==> src/rtl/decoder_scan_ctrl.sv <==
// decoder_scan_ctrl: drives a/b/c/en of a 3-to-8 decoder to time-multiplex the channels set in ch_mask.
// Optional: define SCAN_FRAME_CNT_EN to add the 8-bit frame_cnt output.
module decoder_scan_ctrl #(
  parameter int DWELL = 4,
  parameter int BLANK = 1,
  parameter int CNT_W = 16
) (
  input  logic       clk,
  input  logic       rst_n,
  input  logic       start,
  input  logic       stop,
  input  logic       oneshot,
  input  logic [7:0] ch_mask,
  output logic       a,
  output logic       b,
  output logic       c,
  output logic       en,
  output logic       busy,
  output logic       frame_done
`ifdef SCAN_FRAME_CNT_EN
  ,
  output logic [7:0] frame_cnt
`endif
);

  typedef enum logic [1:0] {S_IDLE, S_ACTIVE, S_BLANK} state_e;

  localparam logic [CNT_W-1:0] DWELL_M1 = CNT_W'(DWELL - 1);
  localparam logic [CNT_W-1:0] BLANK_M1 = CNT_W'((BLANK > 0) ? BLANK - 1 : 0);

  state_e           state_q, state_d;
  logic [CNT_W-1:0] cnt_q, cnt_d;
  logic [2:0]       sel_q, sel_d;
  logic             en_q, en_d;
  logic             busy_q, busy_d;
  logic             frame_done_q, frame_done_d;
  logic             oneshot_q, oneshot_d;
  logic             start_ok, adv, go_idle;
  logic [3:0]       nxt;

  function automatic logic [2:0] lowest_ch(input logic [7:0] mask);
    lowest_ch = 3'd0;
    for (int i = 7; i >= 0; i--) begin
      if (mask[i]) lowest_ch = 3'(i);
    end
  endfunction

  // Returns {wrapped, index}: next set bit strictly above cur, else the lowest set bit.
  function automatic logic [3:0] next_ch(input logic [7:0] mask, input logic [2:0] cur);
    logic       found;
    logic [2:0] idx;
    found = 1'b0;
    idx   = lowest_ch(mask);
    for (int i = 7; i >= 0; i--) begin
      if (mask[i] && (i > int'(cur))) begin
        idx   = 3'(i);
        found = 1'b1;
      end
    end
    return {~found, idx};
  endfunction

  assign start_ok = (state_q == S_IDLE) && start && !stop && (ch_mask != 8'h00);
  assign nxt      = next_ch(ch_mask, sel_q);

  always_comb begin
    // NOTE: every output of this block is defaulted first so no path leaves it unassigned (no latches).
    state_d      = state_q;
    cnt_d        = cnt_q;
    sel_d        = sel_q;
    en_d         = en_q;
    busy_d       = busy_q;
    oneshot_d    = oneshot_q;
    frame_done_d = 1'b0;
    adv          = 1'b0;
    go_idle      = 1'b0;

    unique case (state_q)
      S_IDLE: begin
        if (start_ok) begin
          state_d   = S_ACTIVE;
          oneshot_d = oneshot;
          sel_d     = lowest_ch(ch_mask);
          en_d      = 1'b1;
          busy_d    = 1'b1;
          cnt_d     = '0;
        end
      end
      S_ACTIVE: begin
        if (stop) begin
          go_idle = 1'b1;
        end else if (cnt_q == DWELL_M1) begin
          if (BLANK > 0) begin
            state_d = S_BLANK;
            en_d    = 1'b0;
            cnt_d   = '0;
          end else begin
            adv = 1'b1;
          end
        end else begin
          cnt_d = cnt_q + CNT_W'(1);
        end
      end
      S_BLANK: begin
        if (stop) go_idle = 1'b1;
        else if (cnt_q == BLANK_M1) adv = 1'b1;
        else cnt_d = cnt_q + CNT_W'(1);
      end
      default: go_idle = 1'b1;
    endcase

    // Mask is sampled live here; an empty mask abandons the scan without completing a frame.
    if (adv) begin
      if (ch_mask == 8'h00) begin
        go_idle = 1'b1;
      end else if (nxt[3] && oneshot_q) begin
        go_idle      = 1'b1;
        frame_done_d = 1'b1;
      end else begin
        state_d      = S_ACTIVE;
        sel_d        = nxt[2:0];
        en_d         = 1'b1;
        cnt_d        = '0;
        frame_done_d = nxt[3];
      end
    end

    if (go_idle) begin
      state_d = S_IDLE;
      sel_d   = 3'd0;
      en_d    = 1'b0;
      busy_d  = 1'b0;
      cnt_d   = '0;
    end
  end

  always_ff @(posedge clk or negedge rst_n) begin
    // NOTE: state registers use non-blocking assignment so every flop sees pre-edge values.
    if (!rst_n) begin
      state_q      <= S_IDLE;
      cnt_q        <= '0;
      sel_q        <= 3'd0;
      en_q         <= 1'b0;
      busy_q       <= 1'b0;
      frame_done_q <= 1'b0;
      oneshot_q    <= 1'b0;
    end else begin
      state_q      <= state_d;
      cnt_q        <= cnt_d;
      sel_q        <= sel_d;
      en_q         <= en_d;
      busy_q       <= busy_d;
      frame_done_q <= frame_done_d;
      oneshot_q    <= oneshot_d;
    end
  end

  assign {a, b, c}  = sel_q;
  assign en         = en_q;
  assign busy       = busy_q;
  assign frame_done = frame_done_q;

`ifdef SCAN_FRAME_CNT_EN
  logic [7:0] frame_cnt_q, frame_cnt_d;

  always_comb begin
    frame_cnt_d = frame_cnt_q;
    if (start_ok) frame_cnt_d = 8'd0;
    else if (frame_done_d) frame_cnt_d = frame_cnt_q + 8'd1;
  end

  always_ff @(posedge clk or negedge rst_n) begin
    if (!rst_n) frame_cnt_q <= 8'd0;
    else        frame_cnt_q <= frame_cnt_d;
  end

  assign frame_cnt = frame_cnt_q;
`endif

endmodule

==> config.mk <==
export PLATFORM = sky130hd
export DESIGN_NAME = decoder_scan_ctrl
export DESIGN_NICKNAME = d
export VERILOG_FILES = /design/src/rtl/decoder_scan_ctrl.sv
export SDC_FILE = /design/constraint.sdc
export NUM_CORES = 1
export LEC_CHECK = 0
export ABC_AREA = 1
export BUFFER_PORTS_ARGS = -buffer_cell sky130_fd_sc_hd__buf_2
export CELL_PAD_IN_SITES_DETAIL_PLACEMENT = 0
export CELL_PAD_IN_SITES_GLOBAL_PLACEMENT = 2
export CORE_UTILIZATION = 30
export DETAILED_ROUTE_END_ITERATION = 10
export GPL_ROUTABILITY_DRIVEN = 0
export PLACE_DENSITY = 0.73
export SLEW_MARGIN = 20
export SYNTH_ARGS = -nofsm -noshare
export SYNTH_HDL_FRONTEND = slang
export SYNTH_SLANG_ARGS = --single-unit
==> constraint.sdc <==
create_clock -name clk -period 4.9 [get_ports clk]
set_clock_uncertainty 0.05 [all_clocks]
set_input_delay 0.735 -clock clk [delete_from_list [all_inputs] [get_ports clk]]
set_output_delay 0.735 -clock clk [all_outputs]
set_load 0.02 [all_outputs]
Word-level counts from Yosys, hierarchy flattened
Index checks and enable logic that the tools add are counted.
- $add $sub $neg: 1
- order comparisons: 7
- equality and inequality tests: 3
- muxes and demuxes: 68
- bitwise logic cells: 1
- reductions and logical operators: 21
- operators by type and width (operator ; count):
    16-bit two-way mux ; 9
    3-bit two-way mux ; 21
    16-bit case mux with 3 select lines ; 1
    1-bit two-way mux ; 27
    16-bit by 1-bit adder with 16-bit output (second input constant) ; 1
    16-bit by 2-bit equality test with 1-bit output (second input constant) ; 1
    16-bit zero test ; 1
    2-bit two-way mux ; 7
    3-bit > comparator (first input constant) ; 4
    1-bit logical AND ; 11
    8-bit zero test ; 1
    8-bit nonzero test ; 1
    2-bit by 3-bit > comparator with 1-bit output (first input constant) ; 2
    1-bit case mux with 2 select lines ; 2
    2-bit case mux with 2 select lines ; 1
    2-bit AND reduction ; 2
    2-bit nonzero test ; 2
    1-bit by 3-bit > comparator with 1-bit output (first input constant) ; 1
    2-bit by 1-bit equality test with 1-bit output (second input constant) ; 1
    2-bit equality test (second input constant) ; 1
    2-bit zero test ; 1
    2-bit OR reduction ; 1
    1-bit zero test ; 1
    1-bit inverter ; 1
- register bits after elaboration: 25
- output and inout port bits: 6

Longest topological paths before layout
Gate-level depths: netlist of the first run.
- depth after elaboration: 19
- depth in mapped cells: 15
- mapped depth without buffers: 15

Worst setup path before layout of the first run
OpenSTA, ideal clock, no wires.
- kind: input port to flip-flop
- from: input port ch_mask[6]
- to: register cnt_q[6]
- library setup time: 0.094 ns
- arrival: 1.717 ns
- required time: 4.756 ns
- slack: 3.039 ns
- stages on the path: 9
- path buffers: 0
- path through: nor2_1 -> nand3_1 -> nor2_2 -> nor2_2 -> nor2_4 -> nor2_1 -> inv_1 -> a21oi_1 -> a211oi_1
- word-level cells in the longest chain between the ends: 13
- ends and longest elaborated chain (element ; line ; source):
    start: declaration ; 13 ; input logic [7:0] ch_mask,
    1-bit logical AND ; 55 ; if (mask[i] && (i > int'(cur))) begin
    1-bit two-way mux (6 in series) ; 55 ;
    1-bit inverter ; 60 ; return {~found, idx};
    1-bit logical AND ; 116 ; end else if (nxt[3] && oneshot_q) begin
    16-bit two-way mux or 1-bit two-way mux (tied branches) ; 116 ;
    16-bit two-way mux or 1-bit two-way mux (tied branches) ; 114 ; if (ch_mask == 8'h00) begin
    16-bit two-way mux or 1-bit two-way mux (tied branches) ; 113 ; if (adv) begin
    16-bit two-way mux (*) ; 128 ; if (go_idle) begin
    named net cnt_d[6] ; 32 ; logic [CNT_W-1:0] cnt_q, cnt_d;
    end signal: assignment ; 149 ; cnt_q <= cnt_d;
    end: declaration ; 32 ;
The timed path passes the listed nets; every way through them passes the cells marked *.
A chain may end at the register's enable or synchronous reset.

Worst setup path after layout of the first run
- from: input port stop
- to: register cnt_q[6]
- word-level cells in the longest chain between the ends: 9
- ends and longest elaborated chain (element ; line ; source):
    start: declaration ; 11 ; input logic stop,
    1-bit zero test ; 63 ; assign start_ok = (state_q == S_IDLE) && start && !stop && (ch_mask != 8'h00);
    1-bit logical AND (2 in series) ; 63 ;
    16-bit two-way mux ; 80 ; if (start_ok) begin
    16-bit case mux with 3 select lines ; 78 ; unique case (state_q)
    16-bit two-way mux ; 116 ;
    16-bit two-way mux ; 114 ;
    16-bit two-way mux ; 113 ;
    16-bit two-way mux (*) ; 128 ;
    named net cnt_d[6] ; 32 ;
Marks and branches as above.

==> results.json, run 1 <==
{
  "grt_usage_pct": 18.7,
  "cts-root-buf": "clkbuf_8",
  "dp.cells": 455,
  "setup_viol_count_final": 0,
  "hold_viol": 0,
  "cts_buffers": 3,
  "io_buffers": 18,
  "dr_wl_met2_um": 3060,
  "synthAdderAreaFrac_pct": 3.40,
  "slowest_delay_ns": 0.53,
  "critPathCaptureType": "flip-flop",
  "synth_fp_nets": 368,
  "nFillCells": 751,
  "synth_xor_area_share_pct": 2.38,
  "boundaryPins": 19,
  "placed_area_um2": 2360,
  "overflow": 0,
  "fmax_mhz": 378,
  "antenna_cells": 0,
  "worst_hold_path_type": "input port to asynchronous set/reset pin",
  "final_nets": 383,
  "rsz0062_at_grt": "no",
  "critPathMaxFanout": 22,
  "synth.avg_cell_area_um2": 6.33,
  "p_leak_nw": 1.26,
  "yosys_warnings": 0,
  "vias": 2230,
  "clockBufferDepth": 2,
  "route.detailed.wl_per_inst_um": 14.2,
  "period_minus_slack_ns": 2.65,
  "avgViaCountPerCell": 4.86,
  "crit_chain": "buf_2 > inv_1 > nand3_1 > nor2_2 > nor2_4 > nor2_1 > inv_1 > a21oi_1 > a211oi_1",
  "critical_path.most_common_cell": "inv_1",
  "syn_to_final_growth_pct": 9.07,
  "synth.distinct_cells": 31,
  "grt_pass1_vias": 2184,
  "place_hpwl_um": 4790,
  "slew_viol_final": 0,
  "start_util_pct": 31.8,
  "crit_arrival_ns": 2.75,
  "stdcell_count": 459,
  "die_h_um": 87.8,
  "core-area_um2": 6940,
  "path_clk_slew_ns": 0.11,
  "grt_max_degree": 26,
  "tightestPinTransition_ns": 0.686,
  "regArea_um2": 626,
  "cellPowerDensity_nw_per_um2": 428,
  "final_area_um2": 2410,
  "status": "finished, final reports clean",
  "synth_cells": 349,
  "setup.worst_path.start_class": "input port",
  "netlist_area_um2": 2210,
  "cts.hold.buffers_added": 0,
  "synthSimpleGateAreaFrac_pct": 33.0,
  "tritoncts": "yes",
  "design.die.area_um2": 7710,
  "top_layer": "met4",
  "synth.mux.area_fraction_pct": 0,
  "drc_errors": 0,
  "ys_seq_area_share_pct": 28.3,
  "synth_compound_gate_area_share_pct": 19.6,
  "clock_latency_ns": 0.29,
  "tns_ns": 0,
  "crit_required_ns": 5.00,
  "die_x_um": 87.8,
  "grt_pass1_wl_um": 11100,
  "ir_drop_v": 0.000179,
  "reg2reg_slack_ns": 2.53,
  "crit_type": "input port to flip-flop",
  "synth_top_family_by_area": "simple AND/OR/NAND/NOR gates",
  "cts.sinks": 25,
  "final_layout_size_suffix_gt1_share_pct": 9.92,
  "slowest_stage": "inv_1",
  "multi_input_area_um2": 1290,
  "relSlewSlack_pct": 54.2,
  "finalCritPeriodShare_pct": 54.0,
  "synth-seq-cells": 25,
  "drv_cap": 0,
  "h-tree-depth": 1,
  "ant_nets": 0,
  "wirelength_um": 6510,
  "wl_met1_um": 3250,
  "cts_resized": 0,
  "post_cts_buffers": 0,
  "wl_met3_um": 166,
  "finalPower_w": 0.00103,
  "antenna_found_initial": 0,
  "firstDrtPassIters": 4,
  "drt_iter0_markers": 179,
  "num_rows": 30
}
## worst paths after layout
kind / startpoint / end / cells past startpoint
max: stop / cnt_q[6]$_DFF_PN0_ / 9
min: rst_n / en$_DFF_PN0_ / 1
max reg2reg: state_q[1]$_DFF_PN0_ / cnt_q[5]$_DFF_PN0_ / 8
min reg2reg: oneshot_q$_DFFE_PN0P_ / oneshot_q$_DFFE_PN0P_ / 2
max in group asynchronous: rst_n / sel_q[0]$_DFF_PN0_ / 1
min in group clk: oneshot_q$_DFFE_PN0P_ / oneshot_q$_DFFE_PN0P_ / 2
## area by class of cell
class                   count  share of cell area [%]
multi-input cells         253                    53.6
flip-flops and latches     25                    26.0
inverters                  63                    9.82
well taps                  96                    4.99
repair buffers             18                    3.74
clock buffers               3                    1.71
clock inverters             1                   0.208
## synth_stat cells
| cell type | count | area [um^2] |
|---|---|---|
| nor2_4 | 1 | 11.3 |
| clkbuf_1 | 3 | 11.3 |
| inv_1 | 62 | 233 |
| nand2_2 | 3 | 18.8 |
| o41ai_1 | 1 | 8.76 |
| and3_1 | 1 | 6.26 |
| nor2_2 | 6 | 37.5 |
| ha_1 | 6 | 75.1 |
| o31ai_1 | 1 | 7.51 |
| dfrtp_1 | 25 | 626 |
| nand3b_1 | 2 | 15.0 |
| nand3_1 | 20 | 100 |
| buf_6 | 2 | 22.5 |
| inv_2 | 1 | 3.75 |
| nand4_1 | 6 | 37.5 |
| nor3_4 | 1 | 16.3 |
| a31oi_1 | 2 | 12.5 |
| o221ai_1 | 6 | 52.6 |
| nand3_2 | 2 | 20.0 |
| o21ai_1 | 1 | 5.00 |
| a211oi_1 | 2 | 15.0 |
| o32ai_1 | 1 | 8.76 |
| nor3_1 | 4 | 20.0 |
| o21ai_0 | 29 | 145 |
| a21oi_1 | 29 | 145 |
| nor2_1 | 38 | 143 |
| buf_4 | 3 | 22.5 |
| o211ai_1 | 3 | 22.5 |
| xor2_1 | 6 | 52.6 |
| o311a_1 | 1 | 10.0 |
| nand2_1 | 81 | 304 |
## cells in the final DEF (no fill, tap or decap), types with 2 or more instances in the layout
cell and count:
inv_1 62, a21oi_1 29, o211ai_1 3, a211oi_1 2, o221ai_1 6, buf_2 18, nor2_1 38, xor2_1 6
nand3b_1 2, nor2_2 6, nand3_1 20, nand3_2 2, nand4_1 6, o21ai_0 29, clkbuf_8 3, a31oi_1 2
nand2_1 81, dfrtp_1 25, nand2_2 3, ha_1 6, nor3_1 4
## through the flow
stage          setup WS, ns  hold slack, ns  utilization (%)
2_1_floorplan          3.04           0.389                -
3_3_place_gp           1.96           0.421             34.0
3_5_place_dp           1.97           0.423             34.0
4_1_cts                2.27           0.436             34.7
5_1_grt                2.02           0.459             34.7
6_report               2.25           0.414             34.7
## per-layer routing
metal | global-route usage [%] | vias to the layer above
li1 | - | 1156
met1 | 25.1 | 1042
met2 | 32.3 | 30
met3 | 1.70 | 2
met4 | 4.02 | 0
met5 | 0 | -
## power breakdown
part / switching, W / leakage, nW / total (W) / internal, W
combinational: 0.000397 / 0.897 / 0.000574 / 0.000177
sequential: 0.0000619 / 0.337 / 0.000323 / 0.000261
clock: 0.0000779 / 0.0255 / 0.000135 / 0.0000572
total: 0.000537 / 1.26 / 0.00103 / 0.000495
## state kept, by name, summed over array words and instances (netlist names)
| register | count |
|---|---|
| state_q | 2 |
| en | 1 |
| frame_done | 1 |
| sel_q | 3 |
| cnt_q | 16 |
| oneshot_q | 1 |
| busy | 1 |
## worst max-delay path: cells and delay by family
kind                   cells  cell delay (ns)
AND/OR/NAND/NOR            4             0.95
AO/OA/AOI/OAI              2             0.21
buffers and inverters      3             0.84
## logic make-up after synthesis
| family | after synthesis |
|---|---|
| simple gates | 165 |
| xor+xnor | 6 |
| buf+inv | 71 |
| flops | 25 |
| compound gates | 76 |
| fa+ha+maj | 6 |
Note: power is estimated with default switching activity, not from simulation.
==> inputs of run 2 (changes only) <==
==> constraint.sdc (replaced) <==
create_clock -name clk -period 2.7 [get_ports clk]
set_clock_uncertainty 0.05 [all_clocks]
set_input_delay 0.405 -clock clk [delete_from_list [all_inputs] [get_ports clk]]
set_output_delay 0.405 -clock clk [all_outputs]
set_load 0.02 [all_outputs]
==> run 2 against run 1 <==
  * Sequential cell count did not move
  * Cell area rose by 1.2%
  * Via count rose by 2.5%
  * Final cell count rose by 0.87%
  * Total power rose by 80%
  * First-iteration DRC count fell by 30%
  * Die area did not move
  * Highest routed layer unchanged
  * Global-route usage fell by 0.61 points
  * Count of clock-buffer cells in the layout rose by 1
  * Routed wire length fell by 1.5%
==> results.json, run 2 (synthesized netlist as in run 1, its figures left out) <==
{
  "crit_required_ns": 2.83,
  "crit_type": "flip-flop to flip-flop",
  "crit_chain": "ha_1 > nand3_1 > nor2_2 > nand2_2 > nor2_2 > nand3_2 > xor2_1 > nand2_1 > nand2_1 > nand3b_1 > nand2_1 > inv_1",
  "cts.sinks": 25,
  "syn_to_final_growth_pct": 10.4,
  "antenna_found_initial": 0,
  "die_h_um": 87.8,
  "start_util_pct": 31.8,
  "period_minus_slack_ns": 2.09,
  "slew_viol_final": 0,
  "post_cts_buffers": 0,
  "reg2reg_slack_ns": 0.61,
  "path_clk_slew_ns": 0.10,
  "setup.worst_path.start_class": "flip-flop",
  "drv_cap": 0,
  "die_x_um": 87.8,
  "grt_pass1_wl_um": 10600,
  "tritoncts": "yes",
  "overflow": 0,
  "relSlewSlack_pct": 59.1,
  "drt_iter0_markers": 125,
  "stdcell_count": 463,
  "cts-root-buf": "clkbuf_8",
  "antenna_cells": 0,
  "final_common_cell": "nand2_1",
  "clockBufferDepth": 2,
  "drc_errors": 0,
  "worst_hold_path_type": "input port to asynchronous set/reset pin",
  "wirelength_um": 6420,
  "vias": 2286,
  "reg_top3": "cnt_q (16), sel_q (3), state_q (2)",
  "h-tree-depth": 1,
  "largest_register": "cnt_q",
  "num_rows": 30,
  "p_leak_nw": 1.28,
  "largest_reg_flops": 16,
  "crit_arrival_ns": 2.21,
  "dp_slack_ns": 0.653,
  "design.die.area_um2": 7710,
  "grt_usage_pct": 18.1,
  "finalCritPeriodShare_pct": 77.2,
  "cts.hold.buffers_added": 0,
  "critical_path.most_common_cell": "nand2_1",
  "hold_viol": 0,
  "clock_latency_ns": 0.27,
  "grt_max_degree": 26,
  "place_hpwl_um": 4790,
  "ant_nets": 0,
  "firstDrtPassIters": 5,
  "critPathCaptureType": "flip-flop",
  "worst_slack_ns": 0.615,
  "tns_ns": 0,
  "layout_common_cells": "81 x nand2_1, 62 x inv_1, 38 x nor2_1, 29 x o21ai_0, 29 x a21oi_1",
  "cts_resized": 0,
  "grt_pass1_vias": 2105,
  "worst-path-buf-inv": 1,
  "status": "finished, final reports clean",
  "cellPowerDensity_nw_per_um2": 760,
  "final_layout_size_suffix_gt1_share_pct": 10.6,
  "crit_family": "simple AND/OR/NAND/NOR gates",
  "slowest_delay_ns": 0.46,
  "dp.cells": 459,
  "ir_drop_v": 0.000304,
  "final_nets": 387,
  "setup_viol_count_final": 0,
  "rsz0062_at_grt": "no",
  "boundaryPins": 19,
  "avgViaCountPerCell": 4.94,
  "slowest_stage": "dfrtp_1",
  "tightestPinTransition_ns": 0.614,
  "cts_buffers": 3,
  "final_core_util_pct": 35.1,
  "io_buffers": 18,
  "critPathMaxFanout": 5,
  "route.detailed.wl_per_inst_um": 13.9,
  "core-area_um2": 6940,
  "fmax_mhz": 480
}
run 2: changes by cell type in the layout (fill, tap and decap cells not counted):
| cell | before | now |
|---|---|---|
| clkbuf_1 | 0 | 1 |
| buf_4 | 0 | 4 |
| clkinv_2 | 1 | 0 |
run 2: area by class of cell:
| class | instances | area, um^2 |
|---|---|---|
| inverters | 63 | 236 |
| multi-input cells | 253 | 1290 |
| flip-flops and latches | 25 | 626 |
| clock buffers | 4 | 45.0 |
| repair buffers | 22 | 120 |
| well taps | 96 | 120 |
| fillers | 776 | 4510 |
run 2: path summary, 6_finish.rpt:
| kind | from | endpoint | cells after the start |
|---|---|---|---|
| max | cnt_q[0]$_DFF_PN0_ | cnt_q[14]$_DFF_PN0_ | 12 |
| min | rst_n | cnt_q[0]$_DFF_PN0_ | 1 |
| max reg2reg | cnt_q[0]$_DFF_PN0_ | cnt_q[14]$_DFF_PN0_ | 12 |
| min reg2reg | oneshot_q$_DFFE_PN0P_ | oneshot_q$_DFFE_PN0P_ | 2 |
| max in group asynchronous | rst_n | cnt_q[7]$_DFF_PN0_ | 1 |
| min in group clk | oneshot | oneshot_q$_DFFE_PN0P_ | 3 |
run 2: power by group:
part           internal [W]  switching (W)  leakage (nW)
clock              0.000106       0.000128        0.0228
sequential         0.000474       0.000107         0.337
combinational      0.000334       0.000704         0.916
total              0.000914       0.000939          1.28
run 2: routing by layer:
layer	vias up	global-route usage (%)	part of all wire (%)
met4	0	3.43	1.2
met1	1054	23.2	47
met3	6	2.64	3.7
met2	55	32.2	48
li1	1171	-	-
met5	-	0	0
run 2: stage by stage:
stage          power, W  hold slack, ns  area [um^2]
2_1_floorplan   0.00134          0.0594         2210
3_3_place_gp    0.00165           0.404         2390
3_5_place_dp    0.00163           0.412         2390
4_1_cts         0.00188           0.106         2440
5_1_grt         0.00205           0.128         2440
6_report        0.00185          0.0812         2440
run 2: worst reg2reg max path: stages, from the launching register on:
cell      delay [ns]
dfrtp_1         0.46
ha_1            0.24
nand3_1         0.15
nor2_2          0.22
nand2_2         0.12
nor2_2          0.14
nand3_2         0.09
xor2_1          0.20
nand2_1         0.07
nand2_1         0.07
nand3b_1        0.08
nand2_1         0.06
inv_1           0.03
